==> src/rtl/div_clk_monitor.sv <==
`default_nettype none
// ============================================================================
// Module   : div_clk_monitor
// Brief    : Receive-side checker for a divided clock; measures period and
//            high time in clk_in cycles, declares lock, flags ratio/duty/stuck.
// Revision : 1.0 - initial release
// ============================================================================
module div_clk_monitor #(
    parameter int EXP_RATIO  = 4,
    parameter int LOCK_COUNT = 8,
    parameter int CNT_W      = 8
) (
    input  logic             clk_in,
    input  logic             reset,
    input  logic             div_clk_in,
    output logic             rise_pulse,
    output logic [CNT_W-1:0] period,
    output logic [CNT_W-1:0] high_time,
    output logic             locked,
    output logic             ratio_err,
    output logic             stuck_err,
    output logic [CNT_W-1:0] err_count
);

    localparam int               GOOD_W    = $clog2(LOCK_COUNT + 1);
    localparam logic [CNT_W-1:0] c_EXP     = CNT_W'(EXP_RATIO);
    localparam logic [CNT_W-1:0] c_HALF    = CNT_W'(EXP_RATIO / 2);
    localparam logic [CNT_W-1:0] c_TIMEOUT = CNT_W'(2 * EXP_RATIO);
    localparam logic [CNT_W-1:0] c_MAX     = {CNT_W{1'b1}};
    localparam logic [CNT_W-1:0] c_ONE     = CNT_W'(1);
    localparam logic [GOOD_W-1:0] c_LOCK   = GOOD_W'(LOCK_COUNT);

    typedef enum logic [1:0] {
        ST_IDLE    = 2'd0,
        ST_MEASURE = 2'd1,
        ST_LOCKED  = 2'd2
    } state_t;

    state_t             state_q, state_d;
    logic               d1_q, d1_d;
    logic               d2_q, d2_d;
    logic [CNT_W-1:0]   cyc_cnt_q, cyc_cnt_d;
    logic [CNT_W-1:0]   hi_cnt_q, hi_cnt_d;
    logic [GOOD_W-1:0]  good_cnt_q, good_cnt_d;
    logic               rise_pulse_q, rise_pulse_d;
    logic [CNT_W-1:0]   period_q, period_d;
    logic [CNT_W-1:0]   high_time_q, high_time_d;
    logic               locked_q, locked_d;
    logic               ratio_err_q, ratio_err_d;
    logic               stuck_err_q, stuck_err_d;
    logic [CNT_W-1:0]   err_count_q, err_count_d;

    logic               w_rise;
    logic               w_fall;
    logic               w_good_period;
    logic               w_err_inc;
    logic [GOOD_W-1:0]  w_good_next;

    always_comb begin
        w_rise        = d1_q & ~d2_q;
        w_fall        = ~d1_q & d2_q;
        // high_time_q is the duty of the period now closing; rise and fall never coincide
        w_good_period = (cyc_cnt_q == c_EXP) && (high_time_q == c_HALF);
        w_good_next   = (good_cnt_q == c_LOCK) ? c_LOCK : good_cnt_q + GOOD_W'(1);
        w_err_inc     = 1'b0;

        state_d      = state_q;
        d1_d         = div_clk_in;
        d2_d         = d1_q;
        cyc_cnt_d    = cyc_cnt_q;
        hi_cnt_d     = hi_cnt_q;
        good_cnt_d   = good_cnt_q;
        rise_pulse_d = w_rise;
        period_d     = period_q;
        high_time_d  = high_time_q;
        locked_d     = locked_q;
        ratio_err_d  = 1'b0;
        stuck_err_d  = 1'b0;

        case (state_q)
            ST_IDLE: begin
                if (w_rise) begin
                    cyc_cnt_d = c_ONE;
                    hi_cnt_d  = c_ONE;
                    state_d   = ST_MEASURE;
                end
            end
            default: begin
                if (w_rise) begin
                    cyc_cnt_d = c_ONE;
                    hi_cnt_d  = c_ONE;
                end else begin
                    if (cyc_cnt_q != c_MAX) cyc_cnt_d = cyc_cnt_q + c_ONE;
                    if (d1_q && (hi_cnt_q != c_MAX)) hi_cnt_d = hi_cnt_q + c_ONE;
                end

                if (w_fall) high_time_d = hi_cnt_q;

                if (w_rise) begin
                    period_d = cyc_cnt_q;
                    if (w_good_period) begin
                        good_cnt_d = w_good_next;
                        if (w_good_next == c_LOCK) begin
                            state_d  = ST_LOCKED;
                            locked_d = 1'b1;
                        end
                    end else begin
                        ratio_err_d = 1'b1;
                        w_err_inc   = 1'b1;
                        good_cnt_d  = '0;
                        locked_d    = 1'b0;
                        state_d     = ST_MEASURE;
                    end
                end else if (cyc_cnt_q == c_TIMEOUT) begin
                    // Divided clock stopped: park in IDLE until it toggles again
                    stuck_err_d = 1'b1;
                    w_err_inc   = 1'b1;
                    good_cnt_d  = '0;
                    locked_d    = 1'b0;
                    state_d     = ST_IDLE;
                end
            end
        endcase

        err_count_d = (w_err_inc && (err_count_q != c_MAX)) ? err_count_q + c_ONE
                                                            : err_count_q;
    end

    always_ff @(posedge clk_in or posedge reset) begin
        if (reset) begin
            state_q      <= ST_IDLE;
            d1_q         <= 1'b0;
            d2_q         <= 1'b0;
            cyc_cnt_q    <= '0;
            hi_cnt_q     <= '0;
            good_cnt_q   <= '0;
            rise_pulse_q <= 1'b0;
            period_q     <= '0;
            high_time_q  <= '0;
            locked_q     <= 1'b0;
            ratio_err_q  <= 1'b0;
            stuck_err_q  <= 1'b0;
            err_count_q  <= '0;
        end else begin
            state_q      <= state_d;
            d1_q         <= d1_d;
            d2_q         <= d2_d;
            cyc_cnt_q    <= cyc_cnt_d;
            hi_cnt_q     <= hi_cnt_d;
            good_cnt_q   <= good_cnt_d;
            rise_pulse_q <= rise_pulse_d;
            period_q     <= period_d;
            high_time_q  <= high_time_d;
            locked_q     <= locked_d;
            ratio_err_q  <= ratio_err_d;
            stuck_err_q  <= stuck_err_d;
            err_count_q  <= err_count_d;
        end
    end

    assign rise_pulse = rise_pulse_q;
    assign period     = period_q;
    assign high_time  = high_time_q;
    assign locked     = locked_q;
    assign ratio_err  = ratio_err_q;
    assign stuck_err  = stuck_err_q;
    assign err_count  = err_count_q;

endmodule
`default_nettype wire

==> config.mk <==
export PLATFORM = sky130hd
export DESIGN_NAME = div_clk_monitor
export DESIGN_NICKNAME = d
export VERILOG_FILES = /design/src/rtl/div_clk_monitor.sv
export SDC_FILE = /design/constraint.sdc
export NUM_CORES = 1
export LEC_CHECK = 0
export ABC_AREA = 1
export BUFFER_PORTS_ARGS = -buffer_cell sky130_fd_sc_hd__buf_2
export CAP_MARGIN = 20
export CORE_UTILIZATION = 55
export DETAILED_ROUTE_END_ITERATION = 12
export HOLD_SLACK_MARGIN = 0.12
export PLACE_DENSITY = 0.76
export SLEW_MARGIN = 10
export SYNTH_ARGS = -nofsm -noshare
export SYNTH_HDL_FRONTEND = slang
export SYNTH_SLANG_ARGS = --single-unit
==> constraint.sdc <==
create_clock -name clk_in -period 2 [get_ports clk_in]
set_input_delay 0.2 -clock clk_in [delete_from_list [all_inputs] [get_ports clk_in]]
set_output_delay 0.2 -clock clk_in [all_outputs]
set_load 0.05 [all_outputs]
Word level (Yosys, flattened, before mapping)
Cells that the tools add are included.
Operators by class
  eq/ne operators: 11
  reductions and logical operators: 14
  multiplexer cells: 29
  bitwise operators: 5
  add/sub/neg operators: 4
Operators with widths (number)
  $mux W8: 7
  $add A8 B1 Y8 const B: 3
  $ne A8 B8 Y1 const B: 3
  $mux W4: 4
  $mux W1: 12
  $mux W2: 6
  $reduce_and A2 Y1: 5
  $eq A4 B4 Y1 const B: 2
  $eq A8 B2 Y1 const B: 1
  $eq A8 B3 Y1 const B: 1
  $eq A8 B4 Y1 const B: 1
  $reduce_and A3 Y1: 2
  $reduce_bool A2 Y1: 3
  $add A4 B1 Y4 const B: 1
  $ne A4 B2 Y1 const B: 1
  $logic_and A1 B1 Y1: 3
  $ne A3 B2 Y1 const B: 1
  $not A1 Y1: 3
  $and A1 B1 Y1: 2
  $logic_not A2 Y1: 1
  $ne A2 B2 Y1 const B: 1
Word-level totals
  logic and storage cells: 76
  input port bits: 3
  output and inout bits: 28
  flip-flop bits (word level): 52

Logic depth before layout (Yosys ltp)
Gate-level depths: netlist (run 1).
  word-level depth: 7
  mapped depth: 12
  depth with buffers taken out: 12

Least setup slack after synthesis (run 1)
No wires, ideal clock.
  path type: reg-to-reg
  start point: reg err_count_q[0], in the netlist err_count[0]
  end point: reg err_count_q[7], in the netlist err_count[7]
  data required time: 1.934 ns
  setup slack: 0.423 ns
  arrival: 1.511 ns
  path buffers: 0
  setup time: 0.066 ns
  cell stages (with the launch flop): 6
  clock period less this slack: 1.577 ns
  path through: dfrtp_1 ha_1 nand4_2 nand3_2 nand2_1 nand2_1
Between the ends
  word-level cells in the longest chain between the ends: 2
  elaborated cells on any way between the ends: 3
  classes of those cells: add/sub: 1; eq/ne: 1; reduce/logical: 1
RTL lines
  start, declared: RTL line 51  | logic [CNT_W-1:0] err_count_q, err_count_d;
  start signal, assigned: RTL line 157  | err_count_q <= err_count_d;
  parallel branches: the longest is 2 deep, another holds $add A8 B1 Y8
Several ways; the timed one is not identified.
A chain may end at the register's enable or synchronous reset.

Final worst setup path (run 1)
  start point: reg cyc_cnt_q[0]
  end point: reg err_count_q[7], in the netlist err_count[7]
Between the ends
  word-level cells in the longest chain between the ends: 6
  elaborated cells on any way between the ends: 8
  classes of those cells: eq/ne: 2; mux: 4; reduce/logical: 2
RTL lines
  start, declared: RTL line 42  | logic [CNT_W-1:0] cyc_cnt_q, cyc_cnt_d;
  start signal, assigned: RTL line 148  | cyc_cnt_q <= cyc_cnt_d;
  $eq A8 B3 Y1: RTL line 63  | w_good_period = (cyc_cnt_q == c_EXP) && (high_time_q == c_HALF);
  $logic_and A1 B1 Y1: RTL line 63
  $mux W1: RTL line 101  | if (w_good_period) begin
  $mux W1 *: RTL line 99  | if (w_rise) begin
  $mux W1 *: RTL line 80  | case (state_q)
  $logic_and A1 B1 Y1 *: RTL line 125  | err_count_d = (w_err_inc && (err_count_q != c_MAX)) ? err_count_q + c_ONE
Mark *: on every way between the ends. The rest lies on a longest branch, timed or not.

==> results of run 1 <==
[worst reg2reg max path, cell delays in order (launching register included)]
cell and delay (ns):
dfrtp_1 0.41, inv_1 0.12, ha_1 0.19, nand3_1 0.08
nor2_1 0.10, inv_1 0.09, a21oi_4 0.23, nand3_2 0.21
nand2_1 0.11, nand2_1 0.06
[sequential cells by signal, summed over array words and instances, names as in the netlist, 2 cells and up]
name / flops
high_time: 8
hi_cnt_q: 8
state_q: 2
good_cnt_q: 4
err_count: 8
period: 8
cyc_cnt_q: 8
[through the flow]
stage | hold WS [ns] | total power [mW]
5_1_grt | 0.455 | 3.02
6_report | 0.431 | 2.84
3_5_place_dp | 0.312 | 2.25
3_3_place_gp | 0.310 | 2.23
2_1_floorplan | 0.231 | 2.04
4_1_cts | 0.438 | 2.86
[kinds of logic (layout without fill, tap and decap cells)]
logic type,Yosys count,in the layout,synth area share
and+or+nand+nor,172,172,0.297
adders and majority gates,6,6,0.0283
AOI/OAI and AO/OA,37,37,0.0802
xor gates and xnor gates,8,8,0.0264
buffers and inverters,49,86,0.0774
DFF,52,52,0.491
[worst paths after layout]
kind | endpoint | cells past startpoint | slack [ns]
setup / recovery | err_count[7] | 9 | 0.28
max in group asynchronous | hi_cnt_q[0] | 4 | 0.93
setup reg to reg | err_count[7] | 9 | 0.28
hold reg to reg | d2_q | 0 | 0.43
hold / removal | d2_q | 0 | 0.43
min in group asynchronous | stuck_err | 4 | 0.62
[power by group through the flow]
stage               clock network [mW]  logic, mW  registers, mW
finish                           0.609      0.908           1.32
detailed placement                   0      0.908           1.34
global placement                     0      0.892           1.34
floorplan                            0      0.397           1.64
global route                     0.658       1.01           1.35
CTS                              0.625      0.914           1.32
[area by class of cell]
cell class	count	area (sq um)	share of cell area
repair buffers	34	185	0.0627
clock buffers	8	90.1	0.0305
well taps	52	65.1	0.0220
inverters	44	168	0.0568
multi-input cells	223	1140	0.388
flip-flops and latches	52	1300	0.440
[what timing repair did]
item	CTS	global route
hold buffers	2	0
setup buffers	0	0
endpoints found under the hold margin	53	0
[placed cells by master, fill, tap and decap left out, types with 2 or more instances in the layout]
cell type      synthesis  layout
nand2_1               95      95
dfrtp_1               52      52
inv_1                 37      36
buf_2                  3      30
o21ai_0               27      27
nor2_1                25      25
nand4_1               18      18
nand3_1               17      17
inv_2                  6       7
ha_1                   6       6
clkbuf_8               0       6
nand2_2                5       5
xor2_1                 4       4
xnor2_1                4       4
nor2_2                 3       3
o21ai_1                3       3
nand3_2                2       2
or2_2                  2       2
clkbuf_1               0       2
dlygate4sd3_1          0       2
buf_4                  0       2
[cells in the mapped netlist]
library cell | instances | area (sq um)
o22ai_1 | 1 | 6.26
ha_1 | 6 | 75.1
inv_1 | 37 | 139
o21ai_1 | 3 | 15.0
nor2_8 | 1 | 20.0
nor2_4 | 1 | 11.3
buf_6 | 2 | 22.5
o32ai_1 | 1 | 8.76
nor3b_1 | 1 | 7.51
nand2_2 | 5 | 31.3
nand4_1 | 18 | 113
o21ai_0 | 27 | 135
nand3_1 | 17 | 85.1
a22oi_2 | 1 | 12.5
dfrtp_1 | 52 | 1300
a31oi_1 | 1 | 6.26
nor2_1 | 25 | 93.8
nand4_2 | 1 | 12.5
a21oi_1 | 1 | 5.00
inv_4 | 1 | 6.26
nand3_2 | 2 | 20.0
or2_2 | 2 | 12.5
o211ai_1 | 1 | 7.51
nand2_1 | 95 | 357
nor2_2 | 3 | 18.8
xnor2_1 | 4 | 35.0
xor2_1 | 4 | 35.0
a21oi_4 | 1 | 16.3
nor3_1 | 1 | 5.00
inv_2 | 6 | 22.5
buf_2 | 3 | 15.0
[layer usage]
metal | wire length [microns] | share of wire | vias up
met5 | 0 | 0 | -
met2 | 2460 | 0.48 | 33
met4 | 56 | 0.011 | 0
met1 | 2430 | 0.48 | 1005
met3 | 120 | 0.024 | 8
li1 | - | - | 1119
==> impl_metrics.env, run 1 <==
export IMPL_postPlaceCellArea_sq_um=2840
export IMPL_cap_viol_max_count=0
export IMPL_crit_slowest_cell="dfrtp_1"
export IMPL_cp_top_family="simple AND/OR/NAND/NOR gates"
export IMPL_grtUsageMet3=0.0478
export IMPL_busiest_layer="met2"
export IMPL_clock_tree_root_cell="clkbuf_8"
export IMPL_status="complete, no violations"
export IMPL_synth_seq_cells=52
export IMPL_critPathKind="flip-flop to flip-flop"
export IMPL_synthCells=324
export IMPL_clockBufferDepth=2
export IMPL_crit_buf_inv=2
export IMPL_path_cells="inv_1 > ha_1 > nand3_1 > nor2_1 > inv_1 > a21oi_4 > nand3_2 > nand2_1 > nand2_1"
export IMPL_final_area_sq_um=2950
export IMPL_dp_cells=403
export IMPL_clock_skew_ns=0.00961
export IMPL_p_leak_nw=1.56
export IMPL_rsz0062_at_grt="false"
export IMPL_cp_data_arrival_time_ns=1.91
export IMPL_yosys_warnings=0
export IMPL_dieHeight_microns=71.4
export IMPL_core_area_sq_um=4500
export IMPL_power_switching_mw=1.13
export IMPL_firstDrtPassIters=4
export IMPL_cts_inserted_buffers=5
export IMPL_critPathMaxFanout=8
export IMPL_synthDistinctLibCells=31
export IMPL_routabilityCongestion=0.858
export IMPL_via_per_inst=5.24
export IMPL_initial_core_util=0.589
export IMPL_grt_pass1_vias=2016
export IMPL_instances_no_fill=413
export IMPL_setup_ws_ns=0.285
export IMPL_tns_ns=0
export IMPL_drc=0
export IMPL_seqPwrFrac=0.466
export IMPL_end_kind="flip-flop"
export IMPL_totalWireLength_microns=5070
export IMPL_dp_hpwl_microns=3710
export IMPL_dr_total_vias=2165
export IMPL_overflow=0
export IMPL_antenna_found_initial=0
export IMPL_crit_path_start_kind="flip-flop"
export IMPL_final_hold_violation_count=0
export IMPL_worstSkewPairLatency_ns=0.30
export IMPL_final_util=0.656
export IMPL_grt_use_met1=0.287
export IMPL_syn_to_final_growth_pct=11.4
export IMPL_min_period_over_period=0.858
export IMPL_hp_start="d1_q"
export IMPL_drive_gt1_frac=0.175
export IMPL_grt_max_degree=53
export IMPL_nNetsFinal=369
export IMPL_fillers=395
export IMPL_ys_seq_area_frac=0.491
export IMPL_worstMarginPinSlew_ns=0.649
export IMPL_p_sw_frac=0.399
export IMPL_clk_pin_slew_ns=0.09
export IMPL_drv_slew=0
export IMPL_final_min_clock_period_ns=1.72
export IMPL_cts_resized=0
export IMPL_die_width_microns=71.4
export IMPL_grtUsageMet2=0.380
export IMPL_dieArea_sq_um=5100
export IMPL_vdd_drop_max_mv=0.459
export IMPL_power_internal_mw=1.71
export IMPL_grt_pass1_wl_microns=8930
export IMPL_syn_area_per_cell_sq_um=8.18
export IMPL_max_clock_freq_ghz=0.583
export IMPL_diodes=0
export IMPL_synth_area_sq_um=2650
export IMPL_track_usage=0.222
export IMPL_ant_nets=0
export IMPL_p_clk_frac=0.214
export IMPL_syn_nets=333
export IMPL_max_stage_delay_ns=0.41
export IMPL_cts_tree="built"
export IMPL_place_ws_ns=0.297
export IMPL_cp_startpoint="cyc_cnt_q[0]"
export IMPL_setup_viol=0
export IMPL_h_tree_depth=2
export IMPL_relSlewSlack=0.568
export IMPL_drt_iter0_markers=112
export IMPL_rows=24
export IMPL_cts_sinks=52
export IMPL_r2r_start="cyc_cnt_q[0]"
export IMPL_wl_per_cell_microns=12.3
export IMPL_ioPinCount=31
export IMPL_hold_path_class="flip-flop to flip-flop"
export IMPL_p_per_area_nw_per_um2=961
export IMPL_p_comb_frac=0.320
export IMPL_required_ns=2.19
export IMPL_portBuffers=30
(Power assumes the default switching activity.)
==> inputs of run 2 (changes only) <==
--- a/config.mk
+++ b/config.mk
@@ -8,6 +8,7 @@
 export ABC_AREA = 1
 export BUFFER_PORTS_ARGS = -buffer_cell sky130_fd_sc_hd__buf_2
 export CAP_MARGIN = 20
+export CORE_MARGIN = 3
 export CORE_UTILIZATION = 55
 export DETAILED_ROUTE_END_ITERATION = 12
 export HOLD_SLACK_MARGIN = 0.12
==> run 2 against run 1 <==
  * Critical path depth is 3 higher
  * Non-clock buffer count up 1
  * Final area up 0.25%
  * Cell count rose by 0.24%
  * First-iteration DRC count fell by 12%
  * Global-route usage fell by 1.7 points
  * Critical path type unchanged
==> impl_metrics.env, run 2 (synthesis results as in run 1) <==
export IMPL_final_area_sq_um=2960
export IMPL_p_per_area_nw_per_um2=962
export IMPL_p_leak_nw=1.57
export IMPL_cp_startpoint="cyc_cnt_q[0]"
export IMPL_dp_hpwl_microns=3900
export IMPL_r2r_end="err_count[3]"
export IMPL_dieArea_sq_um=5690
export IMPL_ioPinCount=31
export IMPL_cap_viol_max_count=0
export IMPL_status="complete, no violations"
export IMPL_vdd_drop_max_mv=0.376
export IMPL_critPathKind="flip-flop to flip-flop"
export IMPL_firstDrtPassIters=4
export IMPL_syn_to_final_growth_pct=11.7
export IMPL_worst_r2r_setup_slack_ns=0.30
export IMPL_wl_per_cell_microns=12.7
export IMPL_final_common_cell="nand2_1"
export IMPL_hold_buffers=2
export IMPL_initial_core_util=0.589
export IMPL_worstSkewPairLatency_ns=0.29
export IMPL_clockBufferDepth=2
export IMPL_crit_path_start_kind="flip-flop"
export IMPL_cts_resized=0
export IMPL_rr_worst_depth=12
export IMPL_drc=0
export IMPL_worstSetupEndpoint="err_count[3]"
export IMPL_routabilityCongestion=0.874
export IMPL_drt_iter0_markers=99
export IMPL_via_per_inst=5.28
export IMPL_cp_top_family="simple AND/OR/NAND/NOR gates"
export IMPL_cp_depth=12
export IMPL_clk_pin_slew_ns=0.09
export IMPL_setup_viol=0
export IMPL_grt_pass1_vias=2060
export IMPL_core_area_sq_um=4500
export IMPL_max_stage_delay_ns=0.38
export IMPL_portBuffers=30
export IMPL_overflow=0
export IMPL_dieHeight_microns=75.4
export IMPL_rsz0062_at_grt="false"
export IMPL_cts_inserted_buffers=5
export IMPL_h_tree_depth=2
export IMPL_cp_data_arrival_time_ns=1.88
export IMPL_final_hold_violation_count=0
export IMPL_final_min_clock_period_ns=1.70
export IMPL_crit_slowest_cell="dfrtp_1"
export IMPL_nNetsFinal=370
export IMPL_totalWireLength_microns=5250
export IMPL_rows=24
export IMPL_clock_tree_root_cell="clkbuf_8"
export IMPL_grt_max_degree=27
export IMPL_drive_gt1_frac=0.177
export IMPL_r2r_start="cyc_cnt_q[0]"
export IMPL_crit_top_cell="nand2_1"
export IMPL_worstMarginPinSlew_ns=0.545
export IMPL_clock_skew_ns=0.00443
export IMPL_critPathMaxFanout=11
export IMPL_tns_ns=0
export IMPL_dr_total_vias=2184
export IMPL_required_ns=2.19
export IMPL_postPlaceCellArea_sq_um=2850
export IMPL_track_usage=0.205
export IMPL_post_cts_setup_buffers=0
export IMPL_final_cell_mix="nand2_1, dfrtp_1, inv_1, buf_2, o21ai_0"
export IMPL_die_width_microns=75.4
export IMPL_cts_tree="built"
export IMPL_max_clock_freq_ghz=0.590
export IMPL_path_cells="inv_1 > ha_1 > inv_1 > nor2_1 > nand2_1 > nor2_2 > nand2_2 > inv_2 > nand2_2 > nand3_2 > nand2_1 > nand2_1"
export IMPL_cts_sinks=52
export IMPL_drv_slew=0
export IMPL_antenna_found_initial=0
export IMPL_end_kind="flip-flop"
export IMPL_ant_nets=0
export IMPL_relSlewSlack=0.636
export IMPL_hold_path_class="flip-flop to flip-flop"
export IMPL_grt_pass1_wl_microns=9200
export IMPL_crit_buf_inv=3
export IMPL_min_period_over_period=0.848
export IMPL_diodes=0
-- run 2: final cells by class --
type                    count  area [sq um]
fillers                   389          1540
clock buffers               8          90.1
repair buffers             35           193
inverters                  44           168
well taps                  52          65.1
multi-input cells         223          1140
flip-flops and latches     52          1300
-- run 2: metrics by stage --
stage                     power (mW)   util  hold slack [ns]  worst slack, ns  instances
final                           2.85  0.658            0.438            0.305        414
after global routing            3.04  0.658            0.461            0.106        414
after CTS                       2.87  0.658            0.435            0.324        414
after detailed placement        2.26  0.633            0.288            0.336        404
after global placement          2.24  0.633            0.278            0.388        404
after floorplan                 2.04      -            0.231            0.423        324
-- run 2: worst min path at each step --
stage                          start      endpoint  slack [ns]  cells past startpoint
after detailed placement       reset  high_time[3]        0.29                      2
after floorplan           div_clk_in          d1_q        0.23                      0
after CTS                       d1_q          d2_q        0.43                      0
final                           d1_q          d2_q        0.44                      0
after global placement         reset  high_time[1]        0.28                      2
after global routing            d1_q          d2_q        0.46                      0
-- run 2: layer usage --
layer / part of all wire / routed length (microns) / global-route usage / up-vias
met3: 0.038 / 198 / 0.0343 / 7
met5: 0 / 0 / 0 / -
met4: 0.011 / 56 / 0.0563 / 0
li1: - / - / - / 1126
met1: 0.47 / 2450 / 0.280 / 1010
met2: 0.48 / 2550 / 0.339 / 41
-- run 2: power breakdown --
part	switching [mW]	internal, mW
clock	0.320	0.283
sequential	0.136	1.19
combinational	0.685	0.236
